===== src/rtl/async_sram_ctrl.sv =====
// Sequencer driving the gf180mcu async SRAM PHY ctrl_* ports from byte/halfword/word requests.
// Define ASYNC_SRAM_CTRL_WORD_EN to split word requests into two halfword SRAM cycles.
module async_sram_ctrl #(
   parameter int N_SRAM_A   = 18,
   parameter int N_SRAM_DQ  = 16,
   parameter int READ_WAIT  = 1,
   parameter int WRITE_WAIT = 0
) (
   input  logic                 clk,
   input  logic                 rst,
   input  logic                 req_valid,
   output logic                 req_ready,
   input  logic                 req_write,
   input  logic [1:0]           req_size,
   input  logic [N_SRAM_A:0]    req_addr,
   input  logic [31:0]          req_wdata,
   output logic                 resp_valid,
   output logic [31:0]          resp_rdata,
   output logic [N_SRAM_A-1:0]  ctrl_addr,
   output logic [N_SRAM_DQ-1:0] ctrl_dq_out,
   output logic [N_SRAM_DQ-1:0] ctrl_dq_oe,
   input  logic [N_SRAM_DQ-1:0] ctrl_dq_in,
   output logic                 ctrl_ce_n,
   output logic                 ctrl_we_n,
   output logic                 ctrl_oe_n,
   output logic [1:0]           ctrl_byte_n
);

   typedef enum logic [2:0] {
      IDLE     = 3'd0,
      RD_DRIVE = 3'd1,
      RD_CAPT  = 3'd2,
      TURN     = 3'd3,
      WR_DRIVE = 3'd4,
      WR_HOLD  = 3'd5
   } state_e;

   localparam logic [2:0] RD_WAIT_C = 3'(READ_WAIT);
   localparam logic [2:0] WR_WAIT_C = 3'(WRITE_WAIT);

   state_e               state_q, state_d;
   logic [2:0]           cnt_q, cnt_d;
   logic                 last_rd_q, last_rd_d;
   logic                 resp_valid_q, resp_valid_d;
   logic                 resp_rd_q, resp_rd_d;
   logic [N_SRAM_A-1:0]  addr_q, addr_d;
   logic [N_SRAM_DQ-1:0] dq_out_q, dq_out_d;
   logic [N_SRAM_DQ-1:0] dq_oe_q, dq_oe_d;
   logic                 ce_n_q, ce_n_d;
   logic                 we_n_q, we_n_d;
   logic                 oe_n_q, oe_n_d;
   logic [1:0]           byte_n_q, byte_n_d;
`ifdef ASYNC_SRAM_CTRL_WORD_EN
   logic                 word_q, word_d;
   logic                 second_q, second_d;
   logic [15:0]          wdata_hi_q, wdata_hi_d;
   logic [15:0]          lo_q, lo_d;
`endif

   logic                 size_word_s;
   logic [N_SRAM_A-1:0]  req_idx_s;
   logic [1:0]           req_byte_n_s;
   logic [15:0]          req_hw_s;
   logic                 final_hw_s;

   // Request decode: halfword index, byte lanes and the outgoing halfword.
   always_comb begin
      size_word_s = req_size[1];
      req_idx_s   = req_addr[N_SRAM_A:1];
      if (size_word_s) begin
         req_idx_s[0] = 1'b0;
         req_hw_s     = req_wdata[15:0];
      end else begin
         req_hw_s     = req_addr[1] ? req_wdata[31:16] : req_wdata[15:0];
      end
      if (req_size == 2'd0) begin
         req_byte_n_s = req_addr[0] ? 2'b01 : 2'b10;
      end else begin
         req_byte_n_s = 2'b00;
      end
`ifdef ASYNC_SRAM_CTRL_WORD_EN
      final_hw_s = !word_q || second_q;
`else
      final_hw_s = 1'b1;
`endif
   end

   // Next-state and next-output computation for the sequencing FSM.
   always_comb begin
      state_d      = state_q;
      cnt_d        = cnt_q;
      last_rd_d    = last_rd_q;
      resp_valid_d = 1'b0;
      resp_rd_d    = 1'b0;
      addr_d       = addr_q;
      dq_out_d     = dq_out_q;
      dq_oe_d      = dq_oe_q;
      ce_n_d       = ce_n_q;
      we_n_d       = we_n_q;
      oe_n_d       = oe_n_q;
      byte_n_d     = byte_n_q;
`ifdef ASYNC_SRAM_CTRL_WORD_EN
      word_d       = word_q;
      second_d     = second_q;
      wdata_hi_d   = wdata_hi_q;
      lo_d         = lo_q;
`endif
      case (state_q)
         IDLE: begin
            if (req_valid) begin
               addr_d   = req_idx_s;
               byte_n_d = req_byte_n_s;
               dq_out_d = req_hw_s;
`ifdef ASYNC_SRAM_CTRL_WORD_EN
               word_d     = size_word_s;
               second_d   = 1'b0;
               wdata_hi_d = req_wdata[31:16];
`endif
               if (req_write) begin
                  last_rd_d = 1'b0;
                  if (last_rd_q) begin
                     state_d = TURN;
                  end else begin
                     state_d = WR_DRIVE;
                     ce_n_d  = 1'b0;
                     we_n_d  = 1'b0;
                     dq_oe_d = {N_SRAM_DQ{1'b1}};
                     cnt_d   = WR_WAIT_C;
                  end
               end else begin
                  last_rd_d = 1'b1;
                  state_d   = RD_DRIVE;
                  ce_n_d    = 1'b0;
                  oe_n_d    = 1'b0;
                  cnt_d     = RD_WAIT_C;
               end
            end else begin
               state_d = IDLE;
            end
         end
         RD_DRIVE: begin
            if (cnt_q == 3'd0) begin
               state_d      = RD_CAPT;
               ce_n_d       = 1'b1;
               oe_n_d       = 1'b1;
               resp_valid_d = final_hw_s;
               resp_rd_d    = final_hw_s;
            end else begin
               cnt_d = cnt_q - 3'd1;
            end
         end
         RD_CAPT: begin
`ifdef ASYNC_SRAM_CTRL_WORD_EN
            if (!final_hw_s) begin
               lo_d     = ctrl_dq_in;
               second_d = 1'b1;
               addr_d   = {addr_q[N_SRAM_A-1:1], 1'b1};
               state_d  = RD_DRIVE;
               ce_n_d   = 1'b0;
               oe_n_d   = 1'b0;
               cnt_d    = RD_WAIT_C;
            end else begin
               state_d  = IDLE;
               byte_n_d = 2'b11;
            end
`else
            state_d  = IDLE;
            byte_n_d = 2'b11;
`endif
         end
         TURN: begin
            state_d = WR_DRIVE;
            ce_n_d  = 1'b0;
            we_n_d  = 1'b0;
            dq_oe_d = {N_SRAM_DQ{1'b1}};
            cnt_d   = WR_WAIT_C;
         end
         WR_DRIVE: begin
            if (cnt_q == 3'd0) begin
               state_d      = WR_HOLD;
               we_n_d       = 1'b1;
               resp_valid_d = final_hw_s;
            end else begin
               cnt_d = cnt_q - 3'd1;
            end
         end
         WR_HOLD: begin
`ifdef ASYNC_SRAM_CTRL_WORD_EN
            if (!final_hw_s) begin
               second_d = 1'b1;
               addr_d   = {addr_q[N_SRAM_A-1:1], 1'b1};
               dq_out_d = wdata_hi_q;
               we_n_d   = 1'b0;
               cnt_d    = WR_WAIT_C;
               state_d  = WR_DRIVE;
            end else begin
               state_d  = IDLE;
               ce_n_d   = 1'b1;
               dq_oe_d  = {N_SRAM_DQ{1'b0}};
               byte_n_d = 2'b11;
            end
`else
            state_d  = IDLE;
            ce_n_d   = 1'b1;
            dq_oe_d  = {N_SRAM_DQ{1'b0}};
            byte_n_d = 2'b11;
`endif
         end
         default: begin
            state_d  = IDLE;
            ce_n_d   = 1'b1;
            we_n_d   = 1'b1;
            oe_n_d   = 1'b1;
            dq_oe_d  = {N_SRAM_DQ{1'b0}};
            byte_n_d = 2'b11;
         end
      endcase
   end

   // FSM state and registered PHY/response outputs.
   always_ff @(posedge clk) begin
      if (rst) begin
         state_q      <= IDLE;
         cnt_q        <= 3'd0;
         last_rd_q    <= 1'b0;
         resp_valid_q <= 1'b0;
         resp_rd_q    <= 1'b0;
         addr_q       <= {N_SRAM_A{1'b0}};
         dq_out_q     <= {N_SRAM_DQ{1'b0}};
         dq_oe_q      <= {N_SRAM_DQ{1'b0}};
         ce_n_q       <= 1'b1;
         we_n_q       <= 1'b1;
         oe_n_q       <= 1'b1;
         byte_n_q     <= 2'b11;
      end else begin
         state_q      <= state_d;
         cnt_q        <= cnt_d;
         last_rd_q    <= last_rd_d;
         resp_valid_q <= resp_valid_d;
         resp_rd_q    <= resp_rd_d;
         addr_q       <= addr_d;
         dq_out_q     <= dq_out_d;
         dq_oe_q      <= dq_oe_d;
         ce_n_q       <= ce_n_d;
         we_n_q       <= we_n_d;
         oe_n_q       <= oe_n_d;
         byte_n_q     <= byte_n_d;
      end
   end

`ifdef ASYNC_SRAM_CTRL_WORD_EN
   // Second-halfword bookkeeping and the held low half of a word read.
   always_ff @(posedge clk) begin
      if (rst) begin
         word_q     <= 1'b0;
         second_q   <= 1'b0;
         wdata_hi_q <= 16'h0000;
         lo_q       <= 16'h0000;
      end else begin
         word_q     <= word_d;
         second_q   <= second_d;
         wdata_hi_q <= wdata_hi_d;
         lo_q       <= lo_d;
      end
   end
`endif

   // Read data is assembled from the PHY sample present in the capture cycle.
   always_comb begin
      if (resp_rd_q) begin
`ifdef ASYNC_SRAM_CTRL_WORD_EN
         if (word_q) begin
            resp_rdata = {ctrl_dq_in, lo_q};
         end else begin
            resp_rdata = {ctrl_dq_in, ctrl_dq_in};
         end
`else
         resp_rdata = {ctrl_dq_in, ctrl_dq_in};
`endif
      end else begin
         resp_rdata = 32'h0000_0000;
      end
   end

   assign req_ready   = (state_q == IDLE) && !rst;
   assign resp_valid  = resp_valid_q;
   assign ctrl_addr   = addr_q;
   assign ctrl_dq_out = dq_out_q;
   assign ctrl_dq_oe  = dq_oe_q;
   assign ctrl_ce_n   = ce_n_q;
   assign ctrl_we_n   = we_n_q;
   assign ctrl_oe_n   = oe_n_q;
   assign ctrl_byte_n = byte_n_q;

endmodule


===== config.mk =====
export PLATFORM = sky130hd
export DESIGN_NAME = async_sram_ctrl
export DESIGN_NICKNAME = d
export VERILOG_FILES = /design/src/rtl/async_sram_ctrl.sv
export SDC_FILE = /design/constraint.sdc
export NUM_CORES = 1
export LEC_CHECK = 0
export CAP_MARGIN = 20
export CORE_MARGIN = 2
export CORE_UTILIZATION = 30
export DETAILED_ROUTE_END_ITERATION = 8
export HOLD_SLACK_MARGIN = 0.12
export PLACE_DENSITY = 0.69
export REMOVE_ABC_BUFFERS = 1
export SKIP_CTS_REPAIR_TIMING = 1
export SKIP_LAST_GASP = 1
export SLEW_MARGIN = 15
export SYNTH_ARGS = -nofsm -noshare
export SYNTH_HDL_FRONTEND = slang
export SYNTH_SLANG_ARGS = --single-unit

===== constraint.sdc =====
create_clock -name clk -period 1.7 [get_ports clk]
set_input_delay 0.17 -clock clk [delete_from_list [all_inputs] [get_ports clk]]
set_output_delay 0.17 -clock clk [all_outputs]
set_load 0.01 [all_outputs]

==> results of run 1 <==
-- cell families after synthesis --
family,after synthesis,share of synthesized area
flops,49,0.398
compound gates,62,0.163
mux,20,0.0816
buf+inv,56,0.137
xor+xnor,1,0.00355
simple gates,108,0.207
fa+ha+maj,2,0.0101
-- state kept, by name (all words and copies together) (netlist names) --
| register | count |
|---|---|
| resp_valid | 1 |
| ctrl_we_n | 1 |
| cnt_q | 3 |
| resp_rd_q | 1 |
| ctrl_byte_n | 2 |
| last_rd_q | 1 |
| ctrl_oe_n | 1 |
| ctrl_ce_n | 1 |
| ctrl_dq_out | 16 |
| ctrl_addr | 18 |
| state_q | 3 |
| ctrl_dq_oe | 1 |
-- layout make-up --
class | count | area share
timing repair buffer | 184 | 0.428
multi-input combinational | 193 | 0.280
sequential | 49 | 0.234
tap | 105 | 0.0310
clock buffer | 6 | 0.0171
inverter | 7 | 0.00621
clock inverter | 2 | 0.00355
-- worst paths after layout --
path / start / endpoint / slack, ps / cells after the start
worst max-delay path: resp_rd_q / resp_rdata[21] / 80 / 2
worst min-delay path: rst / ctrl_byte_n[1] / 180 / 3
worst max register to register: cnt_q[0] / cnt_q[1] / 120 / 7
worst min register to register: ctrl_addr[0] / ctrl_addr[0] / 460 / 2
-- per-layer routing --
layer | up-vias | track usage | wire [microns] | part of all wire
met5 | - | 0 | 0 | 0
met4 | 0 | 0.0338 | 48 | 0.0066
met3 | 4 | 0.0495 | 720 | 0.10
met2 | 122 | 0.289 | 3660 | 0.51
met1 | 1123 | 0.168 | 2800 | 0.39
li1 | 1260 | - | - | -
-- cell usage after synthesis, drive strengths merged (2+ instances only) --
master and n:
a211oi 19, a21oi 26, a311oi 2, and2 18, buf 39, clkbuf 10
dfxtp 49, ha 2, inv 7, mux2i 19, nand2 42, nand2b 6
nand3 3, nor2 28, nor2b 5, nor3 3, o21ai 3, o2bb2ai 2
-- power by group --
part,leakage (nW),internal (mW),switching (mW)
clock,0.0374,0.291,0.383
sequential,0.406,1.37,0.182
combinational,1.19,1.21,0.905
-- worst reg2reg max path, cell delays in order (launching register included) --
cell,delay (ps)
dfxtp_2,340
inv_2,70
ha_4,130
ha_4,130
nor2b_1,60
a222oi_1,450
and2_4,250
o2bb2ai_2,100
-- metrics by stage --
stage          hold WS [ps]  setup slack (ps)  area (sq um)
3_5_place_dp            446              37.9          4090
4_1_cts                 160              -226          4170
5_1_grt                 190             0.506          4230
2_1_floorplan           239              -891          2150
6_report                183              76.1          4230
3_3_place_gp            441              82.1          4090
==> run summary, run 1 <==
status: finished clean
Hold Vio Cnt, Final: 0
diode count: 0
count of flip-flops with a built-in enable after synthesis: 0
Synth area leader: dfxtp_1
Max-Cap Viols: 0
max-slew violations: 0
post-synthesis cell area: 2470 sq um
syn avg cell area: 8.28 sq um
synth top area cells: dfxtp_1 (40%), buf_4 (9.7%), mux2i_1 (7.7%)
area of the multi-input gates: 1190 sq um
dpl hpwl: 5620 microns
# fillers: 748
Power Dens Cells: 1030 nW/um^2
Final Non-Filler Cells: 546
Worst Hold Class: input pin to register
CTS sink cnt: 49
CP max stage cell: clkdlybuf4s50_1
Worst path top cell family by delay: buffers and inverters
Largest stage delay, worst path: 550 ps
Syn Inst Count: 298
Die X: 94.7 microns
Worst-path clk slew: 90 ps
Setup CP Type: register to output port
H-tree depth: 2
final WL: 7230 microns
synth unique cells: 34
period utilization: 0.955
Final min period: 1620 ps
Tightest Pin Transition: 472 ps
dpl cells: 537
yosys warns: 0
Clock Skew: 8.17 ps
Worst VDD drop: 0.000397 V
crit path launch type: register
fmax: 0.616 GHz
ys flop type: dfxtp_1
Initial DRC Count: 73
worst path cell trace: and2_1 > clkdlybuf4s50_1
post-synthesis sequential area ratio: 0.398
Initial Util: 0.305
asr flop ratio synth: 0
Sum Neg Setup Slack: 0 ps
CP max FO: 16
CP Capture Type: output port
fin nets: 515
most frequent cells in the layout: clkdlybuf4s50_1 (157), dfxtp_1 (43), nand2_1 (42)
FP Rows: 33
Core Util, Final: 0.523
number of global-route vias before repair: 2302
vias post-DR: 2509
final setup vio count: 0
RSZ-0062 raised after global routing: no
Placer Congestion: 0.861
register area: 991 sq um
crit path DAT: 1450 ps
CP bufs+invs: 1
DRC: 0
via/cell ratio: 4.60
Pwr Total: 4.35 mW
Max Buffers Root-to-Sink: 2
worst skew pair latency: 290 ps
share of layout cells above drive strength 1: 0.109
DIE HEIGHT: 94.7 microns
grt ovf: 0
Worst slew margin: 0.686
DRT antenna net count: 0
Pleak: 1.64 nW
worst path required time: 1530 ps
Area growth, synth to finish: 71.6%
flops & latches, synth: 49
die area: 8970 sq um
clk root buf: clkbuf_8
CTS tree: yes
Num CTS Buffers: 5
GRT Total Usage: 0.154
average wire per standard cell: 13.2 microns
initial antenna violation count: 0
Pre-antenna DRT Iters: 4
core footprint: 8090 sq um
Ports: 162
commonest non-fill, non-tap cell in the layout: clkdlybuf4s50_1
Synth top area share: 0.398
first-pass GRT wire length: 11000 microns
buffers added on ports: 161
largest net degree at the start of global routing: 53
(Power assumes the default switching activity.)
==> run 2, diff against run 1 <==
--- a/config.mk
+++ b/config.mk
@@ -12,7 +12,6 @@
 export HOLD_SLACK_MARGIN = 0.12
 export PLACE_DENSITY = 0.69
 export REMOVE_ABC_BUFFERS = 1
-export SKIP_CTS_REPAIR_TIMING = 1
 export SKIP_LAST_GASP = 1
 export SLEW_MARGIN = 15
 export SYNTH_ARGS = -nofsm -noshare
==> run summary, run 2 (synthesized netlist as in run 1, its figures left out) <==
dpl hpwl: 5620 microns (unchanged)
RSZ-0062 raised after global routing: yes
DR top layer: met4
dpl cells: 537 (unchanged)
Setup CP Type: register to output port
met3 routed WL: 747 microns (+3.8%)
worst skew pair latency: 290 ps (about the same)
Initial Util: 0.305 (unchanged)
Pre-antenna DRT Iters: 4 (unchanged)
Final Non-Filler Cells: 546 (unchanged)
CP max FO: 16 (unchanged)
share of layout cells above drive strength 1: 0.109 (unchanged)
Pleak: 1.62 nW (-0.71%)
Placer Congestion: 0.861 (unchanged)
commonest non-fill, non-tap cell in the layout: clkdlybuf4s50_1
DRC: 0 (unchanged)
DRT antenna net count: 0 (unchanged)
Worst Hold Class: input pin to register
Core Util, Final: 0.523 (-0.000618)
DIE HEIGHT: 94.7 microns (unchanged)
Power Dens Cells: 1030 nW/um^2 (about the same)
crit path launch type: register
number of flip-flops in the largest register: 18 (unchanged)
CTS tree: yes
fmax: 0.616 GHz (about the same)
grt ovf: 0 (unchanged)
Max Buffers Root-to-Sink: 2 (unchanged)
Die X: 94.7 microns (unchanged)
H-tree depth: 2 (unchanged)
Tightest Pin Transition: 478 ps (+6.15 ps)
Num CTS Buffers: 5 (unchanged)
Worst VDD drop: 0.000397 V (about the same)
Max-Cap Viols: 0 (unchanged)
average wire per standard cell: 13.4 microns (+0.95%)
via/cell ratio: 4.65 (+1.1%)
CTS sink cnt: 49 (unchanged)
hold_buf cts: 0
buffers added on ports: 161 (unchanged)
final WL: 7300 microns (+0.95%)
Initial DRC Count: 87 (+19%)
Worst slew margin: 0.682 (-0.00410)
Ports: 162 (unchanged)
status: finished clean
number of global-route vias before repair: 2302 (unchanged)
pre-CTS setup slack: 37.9 ps (unchanged)
GRT Total Usage: 0.154 (+0.000167)
largest net degree at the start of global routing: 53 (unchanged)
routed wl met2: 3700 microns (+1.1%)
period utilization: 0.955 (about the same)
core footprint: 8090 sq um (unchanged)
CP Capture Type: output port
vias post-DR: 2537 (+1.1%)
Clock Skew: 9.71 ps (+1.54 ps)
die area: 8970 sq um (unchanged)
Worst path top cell family by delay: buffers and inverters
most frequent cells in the layout: clkdlybuf4s50_1 (157), nand2_1 (42), dfxtp_1 (42)
Largest stage delay, worst path: 550 ps (about the same)
DRT met1 WL: 2790 microns (-0.18%)
first-pass GRT wire length: 11000 microns (about the same)
Final Worst Setup Slack: 76.9 ps (+0.749 ps)
initial antenna violation count: 0 (unchanged)
Area growth, synth to finish: 71.4%
diode count: 0 (unchanged)
final setup vio count: 0 (unchanged)
worst path required time: 1530 ps (about the same)
clk root buf: clkbuf_8
crit path DAT: 1450 ps (about the same)
CP max stage cell: clkdlybuf4s50_1
worst path cell trace: and2_1 > clkdlybuf4s50_1
Final min period: 1620 ps (-0.749 ps)
FP Rows: 33 (unchanged)
Hold Vio Cnt, Final: 0 (unchanged)
CP bufs+invs: 1 (unchanged)
max-slew violations: 0 (unchanged)
fin nets: 515 (unchanged)
Worst-path clk slew: 90 ps (about the same)
## run 2: cell types whose count changed in the layout (fill, tap and decap cells not counted)
cell	delta
dlymetal6s2s_1	-1
and2_4	-1
dlygate4sd2_1	+1
dfxtp_2	+1
dfxtp_1	-1
and2_1	+1
## run 2: per-layer routing
layer / track usage / vias up
met4: 0.0338 / 0
li1: - / 1264
met5: 0 / -
met2: 0.290 / 126
met3: 0.0495 / 6
met1: 0.168 / 1141
## run 2: tightest hold or removal path, cell delays in order
cell and delay (ps):
buf_2 90, inv_1 100, nand2_1 80
## run 2: what timing repair did
item / CTS / global route
gates resized for setup: 5 / 14
buffers inserted: 0 / 1
pin swaps: 0 / 4
endpoints found under the setup margin: 49 / 8
## run 2: stage by stage
stage	total power [mW]	instance area [sq um]	hold WS, ps	TNS (ps)
2_1_floorplan	2.42	2150	239	-19670
3_3_place_gp	3.61	4090	441	0
3_5_place_dp	3.65	4090	446	0
4_1_cts	4.33	4180	160	0
5_1_grt	4.65	4230	187	-0.829
6_report	4.34	4230	173	0
## run 2: area by class of cell
type / count / area [sq um]
flip-flops and latches: 49 / 992
clock buffers: 6 / 72.6
fillers: 751 / 3860
repair buffers: 184 / 1810
well taps: 105 / 131
multi-input cells: 193 / 1180
clock inverters: 2 / 15.0
inverters: 7 / 26.3
## run 2: final timing paths
check,start,endpoint,slack (ps),depth (start not counted)
max,resp_rd_q,resp_rdata[21],80,2
min,rst,ctrl_byte_n[1],170,3
max reg2reg,cnt_q[0],cnt_q[1],130,7
min reg2reg,ctrl_addr[0],ctrl_addr[0],460,2
## run 2: where the power goes
| part | internal (mW) | switching, mW |
|---|---|---|
| logic | 1.20 | 0.907 |
| registers | 1.38 | 0.183 |
| clock network | 0.291 | 0.379 |
